==> src/rtl/boot_copier_pkg.sv <==
// Shared definitions for the boot copier and the BIOS instruction controller:
// FSM state type, BIOS opcodes and default bus widths.
package boot_pkg;

    localparam int DEF_ADDR_W = 12;
    localparam int DEF_DATA_W = 32;

    localparam logic [5:0] HALT = 6'b011000;
    localparam logic [5:0] CKHD = 6'b011101;
    localparam logic [5:0] CKIM = 6'b011110;
    localparam logic [5:0] CKDM = 6'b011111;

    typedef enum logic [2:0] {
        ST_IDLE  = 3'd0,
        ST_READ  = 3'd1,
        ST_WAIT  = 3'd2,
        ST_WRITE = 3'd3,
        ST_DONE  = 3'd4
    } boot_state_t;

endpackage

==> src/rtl/boot_copier_if.sv <==
// Memory-side bus of the boot copier: HD read port plus instruction-memory write port.
interface boot_copier_if
    import boot_pkg::*;
#(
    parameter int ADDR_W = DEF_ADDR_W,
    parameter int DATA_W = DEF_DATA_W
);
    logic              hd_re;
    logic [ADDR_W-1:0] hd_addr;
    logic [DATA_W-1:0] hd_rdata;
    logic              im_we;
    logic [ADDR_W-1:0] im_addr;
    logic [DATA_W-1:0] im_wdata;

    modport master (
        output hd_re, hd_addr, im_we, im_addr, im_wdata,
        input  hd_rdata
    );

    modport slave (
        input  hd_re, hd_addr, im_we, im_addr, im_wdata,
        output hd_rdata
    );
endinterface

==> src/rtl/boot_copier_rd_latency_counter.sv <==
// Loadable 3-bit down-counter timing the HD read latency; saturates at zero.
module rd_latency_counter (
    input  logic       clk,
    input  logic       reset,
    input  logic       load,
    input  logic       dec,
    input  logic [2:0] load_val,
    output logic [2:0] count,
    output logic       zero
);
    always_ff @(posedge clk) begin
        if (reset)
            count <= 3'd0;
        else if (load)
            count <= load_val;
        else if (dec && count != 3'd0)
            count <= count - 3'd1;
    end

    assign zero = (count == 3'd0);
endmodule

==> src/rtl/boot_copier.sv <==
// Boot copier: moves len words from the HD model into instruction memory.
// Optional running checksum of written words under BOOT_COPIER_CHECKSUM_EN.
module boot_copier
    import boot_pkg::*;
#(
    parameter int ADDR_W    = DEF_ADDR_W,
    parameter int DATA_W    = DEF_DATA_W,
    parameter int HD_RD_LAT = 1
) (
    input  logic              clk,
    input  logic              reset,
    input  logic              start,
    input  logic [ADDR_W-1:0] src_addr,
    input  logic [ADDR_W-1:0] dst_addr,
    input  logic [ADDR_W:0]   len,
    boot_copier_if.master     mem,
    output logic              busy,
    output logic              done
`ifdef BOOT_COPIER_CHECKSUM_EN
    ,
    output logic [DATA_W-1:0] checksum
`endif
);
    // state | meaning
    // IDLE  | waiting for start
    // READ  | hd_re strobe at src+idx
    // WAIT  | remaining HD read latency
    // WRITE | im_we at dst+idx with live hd_rdata
    // DONE  | one-cycle done pulse

    localparam logic [ADDR_W:0] ONE       = (ADDR_W+1)'(1);
    localparam logic [2:0]      WAIT_LOAD = 3'(HD_RD_LAT - 1);

    boot_state_t state, state_nxt;

    logic [ADDR_W:0]   idx, idx_nxt, len_q, len_nxt;
    logic [ADDR_W-1:0] src_q, src_nxt, dst_q, dst_nxt;
    logic [ADDR_W-1:0] hd_addr_q, hd_addr_nxt, im_addr_q, im_addr_nxt;
    logic              hd_re_q, hd_re_nxt, im_we_q, im_we_nxt;
    logic              busy_nxt, done_nxt;
    logic [2:0]        cnt;
    logic              cnt_zero, cnt_load, cnt_dec;

    rd_latency_counter u_lat (
        .clk      (clk),
        .reset    (reset),
        .load     (cnt_load),
        .dec      (cnt_dec),
        .load_val (WAIT_LOAD),
        .count    (cnt),
        .zero     (cnt_zero)
    );

    always_ff @(posedge clk) begin
        if (reset) begin
            state     <= ST_IDLE;
            idx       <= '0;
            len_q     <= '0;
            src_q     <= '0;
            dst_q     <= '0;
            hd_re_q   <= 1'b0;
            hd_addr_q <= '0;
            im_we_q   <= 1'b0;
            im_addr_q <= '0;
            busy      <= 1'b0;
            done      <= 1'b0;
        end else begin
            state     <= state_nxt;
            idx       <= idx_nxt;
            len_q     <= len_nxt;
            src_q     <= src_nxt;
            dst_q     <= dst_nxt;
            hd_re_q   <= hd_re_nxt;
            hd_addr_q <= hd_addr_nxt;
            im_we_q   <= im_we_nxt;
            im_addr_q <= im_addr_nxt;
            busy      <= busy_nxt;
            done      <= done_nxt;
        end
    end

    always_comb begin
        state_nxt = state;
        unique case (state)
            ST_IDLE:  if (start) state_nxt = (len == '0) ? ST_DONE : ST_READ;
            ST_READ:  state_nxt = (HD_RD_LAT == 1) ? ST_WRITE : ST_WAIT;
            // zero only guards against a stuck WAIT if the counter was never loaded
            ST_WAIT:  if (cnt == 3'd1 || cnt_zero) state_nxt = ST_WRITE;
            ST_WRITE: state_nxt = (idx + ONE == len_q) ? ST_DONE : ST_READ;
            ST_DONE:  state_nxt = ST_IDLE;
            default:  state_nxt = ST_IDLE;
        endcase
    end

    // Outputs are computed for the next state and registered, so they line up with it.
    always_comb begin
        src_nxt = src_q;
        dst_nxt = dst_q;
        len_nxt = len_q;
        idx_nxt = idx;
        if (state == ST_IDLE && start) begin
            src_nxt = src_addr;
            dst_nxt = dst_addr;
            len_nxt = len;
            idx_nxt = '0;
        end else if (state == ST_WRITE) begin
            idx_nxt = idx + ONE;
        end

        hd_re_nxt   = (state_nxt == ST_READ);
        im_we_nxt   = (state_nxt == ST_WRITE);
        busy_nxt    = (state_nxt == ST_READ) || (state_nxt == ST_WAIT) || (state_nxt == ST_WRITE);
        done_nxt    = (state_nxt == ST_DONE);
        hd_addr_nxt = hd_re_nxt ? src_nxt + idx_nxt[ADDR_W-1:0] : hd_addr_q;
        im_addr_nxt = im_we_nxt ? dst_nxt + idx_nxt[ADDR_W-1:0] : im_addr_q;
        cnt_load    = (state == ST_READ) && (state_nxt == ST_WAIT);
        cnt_dec     = (state == ST_WAIT);
    end

    assign mem.hd_re    = hd_re_q;
    assign mem.hd_addr  = hd_addr_q;
    assign mem.im_we    = im_we_q;
    assign mem.im_addr  = im_addr_q;
    // HD data arrives in the WRITE cycle itself, so it is forwarded rather than registered.
    assign mem.im_wdata = im_we_q ? mem.hd_rdata : '0;

`ifdef BOOT_COPIER_CHECKSUM_EN
    logic [DATA_W-1:0] sum_q;

    always_ff @(posedge clk) begin
        if (reset)
            sum_q <= '0;
        else if (state == ST_IDLE && start)
            sum_q <= '0;
        else if (state == ST_WRITE)
            sum_q <= sum_q + mem.hd_rdata;
    end

    assign checksum = sum_q;
`endif

endmodule

==> src/flat_wrapper.sv <==
// flat-port wrapper written by rule: the top's interface ports become plain ports
module boot_copier_flat import boot_pkg::*;
#(
    parameter int ADDR_W    = DEF_ADDR_W,
    parameter int DATA_W    = DEF_DATA_W,
    parameter int HD_RD_LAT = 1
)
  (clk, reset, start, src_addr, dst_addr, len, busy, done, mem_hd_re, mem_hd_addr, mem_im_we, mem_im_addr, mem_im_wdata, mem_hd_rdata);
  boot_copier_if #(.ADDR_W(ADDR_W), .DATA_W(DATA_W)) mem_i ();
  input  logic clk;
  input  logic reset;
  input  logic start;
  input  logic [ADDR_W-1:0] src_addr;
  input  logic [ADDR_W-1:0] dst_addr;
  input  logic [ADDR_W:0] len;
  output logic busy;
  output logic done;
  output wire logic [$bits(mem_i.hd_re)-1:0] mem_hd_re;
  output wire logic [$bits(mem_i.hd_addr)-1:0] mem_hd_addr;
  output wire logic [$bits(mem_i.im_we)-1:0] mem_im_we;
  output wire logic [$bits(mem_i.im_addr)-1:0] mem_im_addr;
  output wire logic [$bits(mem_i.im_wdata)-1:0] mem_im_wdata;
  input wire logic [$bits(mem_i.hd_rdata)-1:0] mem_hd_rdata;
  assign mem_hd_re = mem_i.hd_re;
  assign mem_hd_addr = mem_i.hd_addr;
  assign mem_im_we = mem_i.im_we;
  assign mem_im_addr = mem_i.im_addr;
  assign mem_im_wdata = mem_i.im_wdata;
  assign mem_i.hd_rdata = mem_hd_rdata;
  boot_copier #(.ADDR_W(ADDR_W), .DATA_W(DATA_W), .HD_RD_LAT(HD_RD_LAT)) u_core (.clk(clk), .reset(reset), .start(start), .src_addr(src_addr), .dst_addr(dst_addr), .len(len), .mem(mem_i), .busy(busy), .done(done));
endmodule
==> config.mk <==
export PLATFORM = sky130hd
export DESIGN_NAME = boot_copier_flat
export DESIGN_NICKNAME = d
export VERILOG_FILES = /design/src/rtl/boot_copier_pkg.sv /design/src/rtl/boot_copier_if.sv /design/src/rtl/boot_copier_rd_latency_counter.sv /design/src/rtl/boot_copier.sv /design/src/flat_wrapper.sv
export SDC_FILE = /design/constraint.sdc
export NUM_CORES = 1
export LEC_CHECK = 0
export ABC_AREA = 1
export BUFFER_PORTS_ARGS = -buffer_cell sky130_fd_sc_hd__buf_2
export CAP_MARGIN = 20
export CORE_ASPECT_RATIO = 1.1
export CORE_UTILIZATION = 34
export DETAILED_ROUTE_END_ITERATION = 6
export GPL_TIMING_DRIVEN = 0
export SETUP_SLACK_MARGIN = 0.15
export SLEW_MARGIN = 20
export SYNTH_ARGS = -nofsm -noshare
export SYNTH_HDL_FRONTEND = slang
export SYNTH_SLANG_ARGS = --single-unit
export TNS_END_PERCENT = 50
==> constraint.sdc <==
create_clock -name clk -period 5.63 [get_ports clk]
set_input_delay 0.2815 -clock clk [delete_from_list [all_inputs] [get_ports clk]]
set_output_delay 0.2815 -clock clk [all_outputs]
set_load 0.005 [all_outputs]
==> summary.txt, run 1 <==
STA
  • Setup TNS: 0 ns
  • Max Slew Vio Count: 0
  • Period utilization: 0.720
  • Worst Tran Pin Value: 0.736 ns
  • Period minus WS final: 4.05 ns
  • Endpoints failing setup: 0
  • Clock skew: 0.00784 ns
  • Max-slew headroom: 0.510
  • Final Hold Fails: 0
  • Max Clock Freq: 247 MHz
  • Setup WS post-layout: 1.58 ns
  • RSZ-0062 raised after global routing: false

GRT
  • Global-route wire length before repair: 23000 um
  • Total Routing Usage GR: 0.190
  • Largest net degree at the start of global routing: 14
  • Initial antenna violation count: 0
  • Grt ovf: 0
  • Vias in the first global route: 4626

Layout
  • Finished Cell Area: 6350 um^2
  • Most common library cell in the layout ignoring fill and taps: nand2_1
  • Most frequent cells in the layout: nand2_1, buf_2, inv_1, nor2_1, dfxtp_1
  • Layout Nets: 1008
  • N_diodes: 0
  • Util after Layout: 0.436
  • Layout cells sized above 1: 0.205
  • Syn-to-layout area delta: 24.0%

Drt
  • DRT Pass-1 Iters: 5
  • Avg WL per Cell: 13.0 um
  • Avg Vias per Cell: 4.62
  • DRT antenna net count: 0
  • Routed WL: 14300 um
  • Residual DRC: 0
  • Starting DRT DRC Count: 271
  • Via count: 5105

CTS
  • CTS tree: done
  • Resize count post-CTS: 0
  • Num Clock Sinks: 84
  • Root buffer cell: clkbuf_16
  • H-tree levels: 3
  • Worst skew pair latency: 0.35 ns
  • CTS clock-pin slew for the worst setup and hold paths: 0.06 ns
  • # hold bufs at CTS: 0
  • Post-CTS setup repair buffer count: 0
  • TritonCTS Buffers: 9
  • Max Root-Sink Buffers: 2

Setup path
  • Critical Path RT: 5.92 ns
  • Critical path class: flop to flop
  • Critical path startpoint category: flop
  • R2R Path Start: u_core.state[2]
  • FF-to-FF path depth: 17
  • R2R setup slack: 1.58 ns
  • WP data arrival: 4.35 ns
  • R2R Path End: u_core.mem.im_addr[9]
  • Maximum fanout along the worst path: 10
  • CP endpoint kind: flop

Pwr
  • Net switching power: 0.801 mW
  • Tot Pwr: 2.27 mW
  • Int Power: 1.47 mW
  • Peak VDD IR: 263 uV
  • Comb power frac: 0.373
  • Clk pwr share: 0.292
  • Sequential Power Share: 0.335
  • Leakage: 3.50 nW
  • Pwr Density: 357 nW/um^2
  • Switching Share: 0.353

Synthesis
  • Synth top area share: 0.328
  • Count of mapped cells out of synthesis: 767
  • #FFs+latches synth: 84
  • Share of flip-flops with an asynchronous set or reset: 0
  • Sequential area share after synthesis: 0.328
  • Top area cells in the synthesized netlist: dfxtp_1, nand2_1, inv_1, nor2_1, ha_1
  • EDFF count, synth: 0
  • Post-synth top area cell: dfxtp_1
  • Post-Syn Nets: 867
  • Average size of a mapped cell: 6.68 um^2
  • Cell area after synthesis: 5120 um^2
  • Yosys cell types: 36
  • Number of synthesis warnings: 0
  • Top FF cell, synth: dfxtp_1

Floorplanning
  • Die outline height: 131 um
  • Die width: 119 um
  • Row cnt: 46
  • IO Count: 132
  • Die area: 15600 um^2
  • Core box area: 14600 um^2
  • Initial Util: 0.352

Min path
  • WHS Path Cells: 3
  • Startpoint of the worst hold path: len[9]
  • Hold EP: u_core.len_q[9]
  • Worst min-delay path category: input port to flop

Place
  • Dpl ws: 1.57 ns
  • IO buf count: 130
  • Placed Area: 6010 um^2
  • GPL Wtd Cong: 0.877
  • DP HPWL: 11300 um

Job
  • Max cap viols: 0

Outcome
  • Status: finished clean
==> cell usage after synthesis (2+ instances only) <==
master,number
buf_6,2
nor2_1,102
nor3_1,14
nor4_1,11
o21ai_0,52
a21oi_1,46
inv_1,120
fa_1,2
nand3b_1,6
xnor2_1,6
dfxtp_1,84
o211ai_1,4
clkbuf_1,24
xor2_1,17
nor2_4,2
o21bai_1,4
nand4_1,5
nand2_4,2
nand2_2,7
a31oi_1,3
clkinv_1,2
nand3_1,43
o2111ai_1,2
or2_2,24
a21o_1,4
nand2_1,142
ha_1,26
mux2i_1,3
==> metrics by stage <==
| step | instances | hold WS, ns |
|---|---|---|
| finish | 1105 | 0.197 |
| CTS | 1105 | 0.182 |
| detailed placement | 1089 | 0.465 |
| floorplan | 767 | 0.430 |
| global placement | 1089 | 0.465 |
| global route | 1105 | 0.217 |
==> worst max-delay path by stage <==
stage / to / slack [ns] / cells after the start / from
finish: u_core.mem.im_addr[9] / 1.58 / 17 / u_core.state[2]
global route: u_core.mem.im_addr[9] / 1.27 / 17 / u_core.state[2]
CTS: u_core.mem.im_addr[9] / 1.55 / 17 / u_core.state[2]
detailed placement: u_core.mem.im_addr[9] / 1.57 / 17 / u_core.state[2]
global placement: u_core.mem.im_addr[9] / 1.62 / 17 / u_core.state[2]
floorplan: u_core.mem.im_addr[9] / 2.63 / 17 / u_core.state[2]
==> flip-flops by register name, summed over array words and instances, names as in the netlist <==
register and count:
u_core.mem.im_addr 12, u_core.busy 1, u_core.mem.hd_addr 12, u_core.idx 13
u_core.len_q 13, u_core.src_q 12, u_core.mem.hd_re 1, u_core.mem.im_we 1
u_core.state 3, u_core.u_lat.count 3, u_core.done 1, u_core.dst_q 12
==> layer usage <==
| metal | share of wire | global-route usage |
|---|---|---|
| met3 | 0.037 | 0.0421 |
| met2 | 0.47 | 0.323 |
| met5 | 0 | 0 |
| met1 | 0.48 | 0.245 |
| met4 | 0.015 | 0.0499 |
==> area by class of cell <==
| type | count | area, um^2 |
|---|---|---|
| clock buffer | 13 | 270 |
| multi-input combinational | 533 | 2860 |
| sequential | 84 | 1680 |
| inverter | 122 | 458 |
| timing repair buffer | 130 | 651 |
| clock inverter | 3 | 67.6 |
| tap | 192 | 240 |
| buffer | 28 | 121 |
| fill | 1556 | 8210 |
==> worst max-delay path, cell delays in order, from the launching register on <==
cell      delay, ns
dfxtp_1        0.33
nor2_1         0.12
nand3_1        0.31
inv_1          0.34
clkbuf_1       0.43
clkbuf_1       0.50
nor3_1         0.23
ha_1           0.41
nand2_1        0.10
nand2_1        0.05
a31oi_1        0.26
inv_1          0.10
a21oi_1        0.21
o21bai_1       0.10
or2_2          0.27
nand3_1        0.08
o211ai_1       0.09
inv_1          0.08
==> kinds of logic after synthesis <==
| kind of cell | Yosys count | share of synthesized area |
|---|---|---|
| flops | 84 | 0.328 |
| buf+inv | 150 | 0.113 |
| mux | 3 | 0.00586 |
| compound gates | 117 | 0.124 |
| simple gates | 362 | 0.318 |
| xor+xnor | 23 | 0.0393 |
| fa+ha+maj | 28 | 0.0713 |
==> power by group through the flow <==
stage / Combinational (mW) / Clock, mW / Sequential [mW]
4_1_cts: 0.855 / 0.682 / 0.760
3_5_place_dp: 0.849 / 0 / 0.772
5_1_grt: 0.965 / 0.707 / 0.775
2_1_floorplan: 0.573 / 0 / 0.771
3_3_place_gp: 0.844 / 0 / 0.772
6_report: 0.847 / 0.663 / 0.760
No activity file was read; power rests on OpenSTA's default activity.
==> run 2: changes to the inputs <==
--- a/config.mk
+++ b/config.mk
@@ -5,7 +5,7 @@
 export SDC_FILE = /design/constraint.sdc
 export NUM_CORES = 1
 export LEC_CHECK = 0
-export ABC_AREA = 1
+export ABC_AREA = 0
 export BUFFER_PORTS_ARGS = -buffer_cell sky130_fd_sc_hd__buf_2
 export CAP_MARGIN = 20
 export CORE_ASPECT_RATIO = 1.1
==> constraint.sdc (replaced) <==
create_clock -name clk -period 4.1 [get_ports clk]
set_input_delay 0.205 -clock clk [delete_from_list [all_inputs] [get_ports clk]]
set_output_delay 0.205 -clock clk [all_outputs]
set_load 0.005 [all_outputs]
==> summary.txt, run 2 <==
STA
  • Max Slew Vio Count: 0
  • Clock skew: 0.00480 ns
  • RSZ-0062 raised after global routing: true
  • Worst Tran Pin Value: 0.772 ns
  • Max-slew headroom: 0.486
  • Endpoints failing setup: 0
  • Max Clock Freq: 268 MHz
  • Period minus WS final: 3.73 ns
  • Final Hold Fails: 0
  • Period utilization: 0.909

CTS
  • Root buffer cell: clkbuf_16
  • Max Root-Sink Buffers: 2
  • CTS tree: done
  • Worst skew pair latency: 0.35 ns
  • CTS clock-pin slew for the worst setup and hold paths: 0.06 ns
  • # hold bufs at CTS: 0
  • H-tree levels: 3
  • Num Clock Sinks: 84
  • TritonCTS Buffers: 9

Synthesis
  • Post-Synth XOR/XNOR Area: 0.0537
  • Cell area after synthesis: 5060 um^2
  • Largest family of logic cells by synthesized area: simple AND/OR/NAND/NOR gates
  • Count of mapped cells out of synthesis: 660
  • Yosys cell types: 62
  • Mux share of post-synthesis cell area: 0.0121
  • Compound-Gate Fraction of Synth Area: 0.192
  • Post-Syn Nets: 760
  • #FFs+latches synth: 84
  • EDFF count, synth: 0
  • Top FF cell, synth: dfxtp_1
  • Top area cells in the synthesized netlist: dfxtp_1, nand2_1, a21oi_1, ha_1, and2_1
  • Sequential area share after synthesis: 0.333
  • Post-synthesis simple-gate area fraction: 0.291
  • Post-synth top area cell: dfxtp_1
  • Number of synthesis warnings: 0
  • Average size of a mapped cell: 7.66 um^2
  • Synth Area in Adders: 0.0722
  • Share of flip-flops with an asynchronous set or reset: 0
  • Synth cell count leaders: nand2_1, dfxtp_1, a21oi_1
  • Synth top area share: 0.333
  • Most common cell in the netlist: nand2_1

Min path
  • Worst min-delay path category: input port to flop

Floorplanning
  • Die outline height: 130 um
  • IO Count: 132
  • Initial Util: 0.350
  • Core box area: 14400 um^2
  • Die area: 15400 um^2
  • Row cnt: 46
  • Die width: 118 um

Drt
  • DRT Pass-1 Iters: 5
  • Via count: 5053
  • Starting DRT DRC Count: 247
  • DRT antenna net count: 0
  • Avg WL per Cell: 15.0 um
  • Avg Vias per Cell: 5.05
  • Routed WL: 15000 um
  • Residual DRC: 0

Setup path
  • FF-to-FF path depth: 16
  • Critical Path RT: 4.34 ns
  • WP buf/inv: 5
  • Critical path startpoint category: flop
  • Critical-path top delay cell: fa_1
  • Maximum fanout along the worst path: 10
  • Crit. path cell count: 16
  • Crit-path max cell delay: 0.40 ns
  • R2R setup slack: 0.37 ns
  • Cells along the critical path: clkbuf_2, nor4b_4, buf_4, clkbuf_1, buf_2, nor2_2, ha_1, inv_1, fa_1, nor2b_1, o21ai_0, a211o_1, a21oi_2, mux2i_1, a31oi_1, mux2_1
  • Crit path from: u_core.state[2]
  • Critical path class: flop to flop
  • CP endpoint kind: flop
  • Top Family by Delay on Critical Path: buffers and inverters
  • End point of the critical path: u_core.mem.hd_addr[10]
  • WP data arrival: 3.97 ns
  • R2R Path End: u_core.mem.hd_addr[10]
  • R2R Path Start: u_core.state[2]

Layout
  • Finished Cell Area: 6290 um^2
  • Layout cells sized above 1: 0.227
  • Filler cells: 1525
  • Top flop regs: u_core.idx (13), u_core.len_q (13)
  • Most frequent cells in the layout: buf_2, nand2_1, dfxtp_1, a21oi_1, and2_1
  • Non-filler cells, final: 1001
  • Area occupied by registers: 1680 um^2
  • Multi-input logic area: 3160 um^2
  • Layout Nets: 904
  • N_diodes: 0
  • Syn-to-layout area delta: 24.3%
  • Most common library cell in the layout ignoring fill and taps: buf_2

Place
  • DP HPWL: 11700 um
  • Placed Area: 5950 um^2
  • Cells after DPL: 983
  • IO buf count: 131
  • GPL Wtd Cong: 0.881

GRT
  • Global-route wire length before repair: 23800 um
  • Grt ovf: 0
  • Vias in the first global route: 4731
  • Largest net degree at the start of global routing: 15
  • Total Routing Usage GR: 0.200
  • Initial antenna violation count: 0

Job
  • Max cap viols: 0

Pwr
  • Pwr Density: 387 nW/um^2
  • Peak VDD IR: 217 uV
  • Leakage: 2.84 nW

Outcome
  • Status: finished clean
[run 2: changes by cell type after synthesis, sizes merged, moves of 9 or more]
| cell | change |
|---|---|
| a31oi | +9 |
| nand3 | -20 |
| o21ai | -14 |
| xnor2 | +14 |
| or2 | -20 |
| and2 | +44 |
| inv | -103 |
| nor2 | -70 |
| and3 | +9 |
| a21oi | +25 |
| nand2 | -36 |
[run 2: layout make-up]
type	count	area share
Multi-Input combinational cell	523	0.503
Buffer	35	0.0269
Sequential cell	84	0.267
Timing Repair Buffer	134	0.108
Inverter	17	0.0101
Tap cell	192	0.0382
Clock inverter	7	0.0107
Clock buffer	9	0.0358
[run 2: cells by family after synthesis]
logic type	after synthesis
buf+inv	53
xor+xnor	31
mux	6
fa+ha+maj	28
simple gates	295
flops	84
compound gates	163
[run 2: worst min-delay path by stage]
| stage | startpoint | to | slack, ns | cells past startpoint |
|---|---|---|---|---|
| floorplan | len[0] | u_core.len_q[0] | 0.34 | 2 |
| global placement | u_core.mem.im_addr[9] | u_core.mem.im_addr[9] | 0.44 | 2 |
| detailed placement | u_core.mem.im_addr[9] | u_core.mem.im_addr[9] | 0.44 | 2 |
| CTS | len[11] | u_core.len_q[11] | 0.09 | 3 |
| global route | len[11] | u_core.len_q[11] | 0.11 | 3 |
| finish | len[11] | u_core.len_q[11] | 0.1 | 3 |
[run 2: power by group]
| part | leakage (nW) | internal, mW | total, mW | switching [mW] |
|---|---|---|---|---|
| Sequential | 0.685 | 0.899 | 0.947 | 0.0477 |
| Clock | 0.137 | 0.468 | 0.818 | 0.349 |
| Combinational | 2.02 | 0.274 | 0.671 | 0.397 |
| Total | 2.84 | 1.64 | 2.44 | 0.794 |
[run 2: metrics by stage]
stage	TNS (ns)	total power [mW]	hold slack, ns	worst slack, ns	util
after global routing	0	2.58	0.108	0.137	0.435
final	0	2.44	0.0953	0.375	0.435
after CTS	0	2.46	0.0871	0.212	0.435
after global placement	-1.31	1.62	0.438	-0.317	0.412
after floorplan	0	1.38	0.341	0.704	-
after detailed placement	-1.30	1.62	0.440	-0.326	0.412
[run 2: what timing repair did]
item | in CTS | in global routing
setup endpoints to repair | 15 | 3
pin swaps | 1 | 0
gates resized for setup | 5 | 6
setup buffers | 3 | 0
[run 2: tightest hold or removal path: stages]
cell and delay [ns]:
buf_2 0.10, nand2_1 0.05, a21oi_1 0.05
[run 2: layer usage]
metal / share of wire / track usage / wire length, um / vias to the layer above
li1: - / - / - / 2585
met1: 0.47 / 0.252 / 7060 / 2327
met5: 0 / 0 / 0 / -
met4: 0.022 / 0.0928 / 327 / 0
met3: 0.044 / 0.0293 / 664 / 22
met2: 0.46 / 0.340 / 6970 / 119
==> run 3: changes to the inputs <==
--- a/config.mk
+++ b/config.mk
@@ -12,6 +12,7 @@
 export CORE_UTILIZATION = 34
 export DETAILED_ROUTE_END_ITERATION = 6
 export GPL_TIMING_DRIVEN = 0
+export RECOVER_POWER = 50
 export SETUP_SLACK_MARGIN = 0.15
 export SLEW_MARGIN = 20
 export SYNTH_ARGS = -nofsm -noshare
==> summary.txt, run 3 (synthesis results as in run 2) <==
Place
  • Placed Area: 5950 um^2
  • IO buf count: 131
  • GPL Wtd Cong: 0.881
  • DP HPWL: 11700 um
  • Dpl ws: -0.326 ns

Layout
  • Finished Cell Area: 6240 um^2
  • Most frequent cells in the layout: nand2_1, buf_2, dfxtp_1, a21oi_1, clkbuf_1
  • N_diodes: 0
  • Filler cells: 1535
  • Layout Nets: 904
  • Most common library cell in the layout ignoring fill and taps: nand2_1
  • Layout cells sized above 1: 0.197
  • Syn-to-layout area delta: 23.5%
  • Top flop regs: u_core.idx (13), u_core.len_q (13)

GRT
  • Global-route wire length before repair: 23800 um
  • Grt ovf: 0
  • Initial antenna violation count: 0
  • Largest net degree at the start of global routing: 15
  • Vias in the first global route: 4731
  • Total Routing Usage GR: 0.200

Floorplanning
  • Die width: 118 um
  • Core box area: 14400 um^2
  • IO Count: 132
  • Die outline height: 130 um
  • Row cnt: 46
  • Die area: 15400 um^2
  • Initial Util: 0.350

CTS
  • Num Clock Sinks: 84
  • CTS tree: done
  • H-tree levels: 3
  • Worst skew pair latency: 0.35 ns
  • Root buffer cell: clkbuf_16
  • TritonCTS Buffers: 9
  • Max Root-Sink Buffers: 2
  • CTS clock-pin slew for the worst setup and hold paths: 0.06 ns

STA
  • Max Clock Freq: 269 MHz
  • WHS: 0.0972 ns
  • Worst Tran Pin Value: 0.788 ns
  • Setup WS post-layout: 0.388 ns
  • Period utilization: 0.905
  • RSZ-0062 raised after global routing: true
  • Endpoints failing setup: 0
  • Clock skew: 0.00437 ns
  • Max Slew Vio Count: 0
  • Final Hold Fails: 0
  • Max-slew headroom: 0.475
  • Period minus WS final: 3.71 ns

Drt
  • Routed WL: 15000 um
  • DRT antenna net count: 0
  • Residual DRC: 0
  • Avg Vias per Cell: 5.06
  • DRT Pass-1 Iters: 5
  • Avg WL per Cell: 15.0 um
  • Starting DRT DRC Count: 232
  • Via count: 5065

Setup path
  • WP data arrival: 3.95 ns
  • Critical path class: flop to flop
  • R2R Path End: u_core.mem.hd_addr[10]
  • Maximum fanout along the worst path: 10
  • End point of the critical path: u_core.mem.hd_addr[10]
  • FF-to-FF path depth: 16
  • Critical Path RT: 4.34 ns
  • Critical path startpoint category: flop
  • R2R setup slack: 0.39 ns
  • Crit path from: u_core.state[2]
  • CP endpoint kind: flop
  • R2R Path Start: u_core.state[2]

Pwr
  • Tot Pwr: 2.42 mW
  • Peak VDD IR: 217 uV
  • Leakage: 2.72 nW
  • Pwr Density: 388 nW/um^2

Min path
  • WHS Path Cells: 3
  • Worst min-delay path category: input port to flop

Outcome
  • Status: finished clean

Job
  • Max cap viols: 0
==> run 3: cell count changes in the layout (fill, tap and decap cells not counted), moves of 2 or more <==
cell | previous run | this run
clkbuf_2 | 3 | 5
and2_0 | 0 | 21
clkbuf_1 | 22 | 46
buf_2 | 137 | 111
and2_1 | 44 | 23
==> run 3: power breakdown <==
part	internal, mW	switching [mW]	total (mW)
Combinational	0.262	0.398	0.660
Clock	0.468	0.348	0.816
Sequential	0.899	0.0465	0.945
Total	1.63	0.793	2.42
==> run 3: final cells by class <==
class / count / area, um^2 / area share
buffer: 35 / 168 / 0.0269
clock buffer: 9 / 225 / 0.0361
clock inverter: 7 / 67.6 / 0.0108
inverter: 17 / 63.8 / 0.0102
multi-input combinational: 523 / 3150 / 0.504
sequential: 84 / 1680 / 0.269
tap: 192 / 240 / 0.0385
timing repair buffer: 134 / 649 / 0.104
==> run 3: critical path, stage by stage, from the launching register on <==
cell and delay, ns:
dfxtp_1 0.30, clkbuf_2 0.19, nor4b_1 0.08, buf_4 0.17
clkbuf_1 0.25, buf_2 0.28, nor2_2 0.22, ha_1 0.23
inv_1 0.06, fa_1 0.40, nor2b_1 0.14, o21ai_0 0.12
a211o_1 0.31, a21oi_2 0.20, mux2i_1 0.22, a31oi_1 0.10
mux2_1 0.32
==> run 3: how the worst min path moves through the flow <==
stage,start,endpoint,slack [ns]
4_1_cts,len[11],u_core.len_q[11],0.09
3_3_place_gp,u_core.mem.im_addr[9],u_core.mem.im_addr[9],0.44
3_5_place_dp,u_core.mem.im_addr[9],u_core.mem.im_addr[9],0.44
2_1_floorplan,len[0],u_core.len_q[0],0.34
6_report,len[11],u_core.len_q[11],0.1
5_1_grt,len[11],u_core.len_q[11],0.11
==> run 3: timing repair <==
action / in CTS / in global routing
endpoints found under the setup margin: 15 / 3
hold buffers: 0 / 0
setup buffers: 3 / 0
resized for setup: 5 / 6
pin swaps: 1 / 0
cloned: 0 / 0
==> run 3: routing by layer <==
metal / routed length, um / vias up / part of all wire / GRT usage
met2: 6960 / 119 / 0.46 / 0.340
met4: 379 / 0 / 0.025 / 0.0928
li1: - / 2590 / - / -
met5: 0 / - / 0 / 0
met3: 652 / 23 / 0.043 / 0.0293
met1: 7020 / 2333 / 0.47 / 0.252
==> run 3: through the flow <==
step | TNS, ns | cells | util
2_1_floorplan | 0 | 660 | -
3_3_place_gp | -1.31 | 983 | 0.412
3_5_place_dp | -1.30 | 983 | 0.412
4_1_cts | 0 | 1002 | 0.435
5_1_grt | 0 | 1001 | 0.432
6_report | 0 | 1001 | 0.432
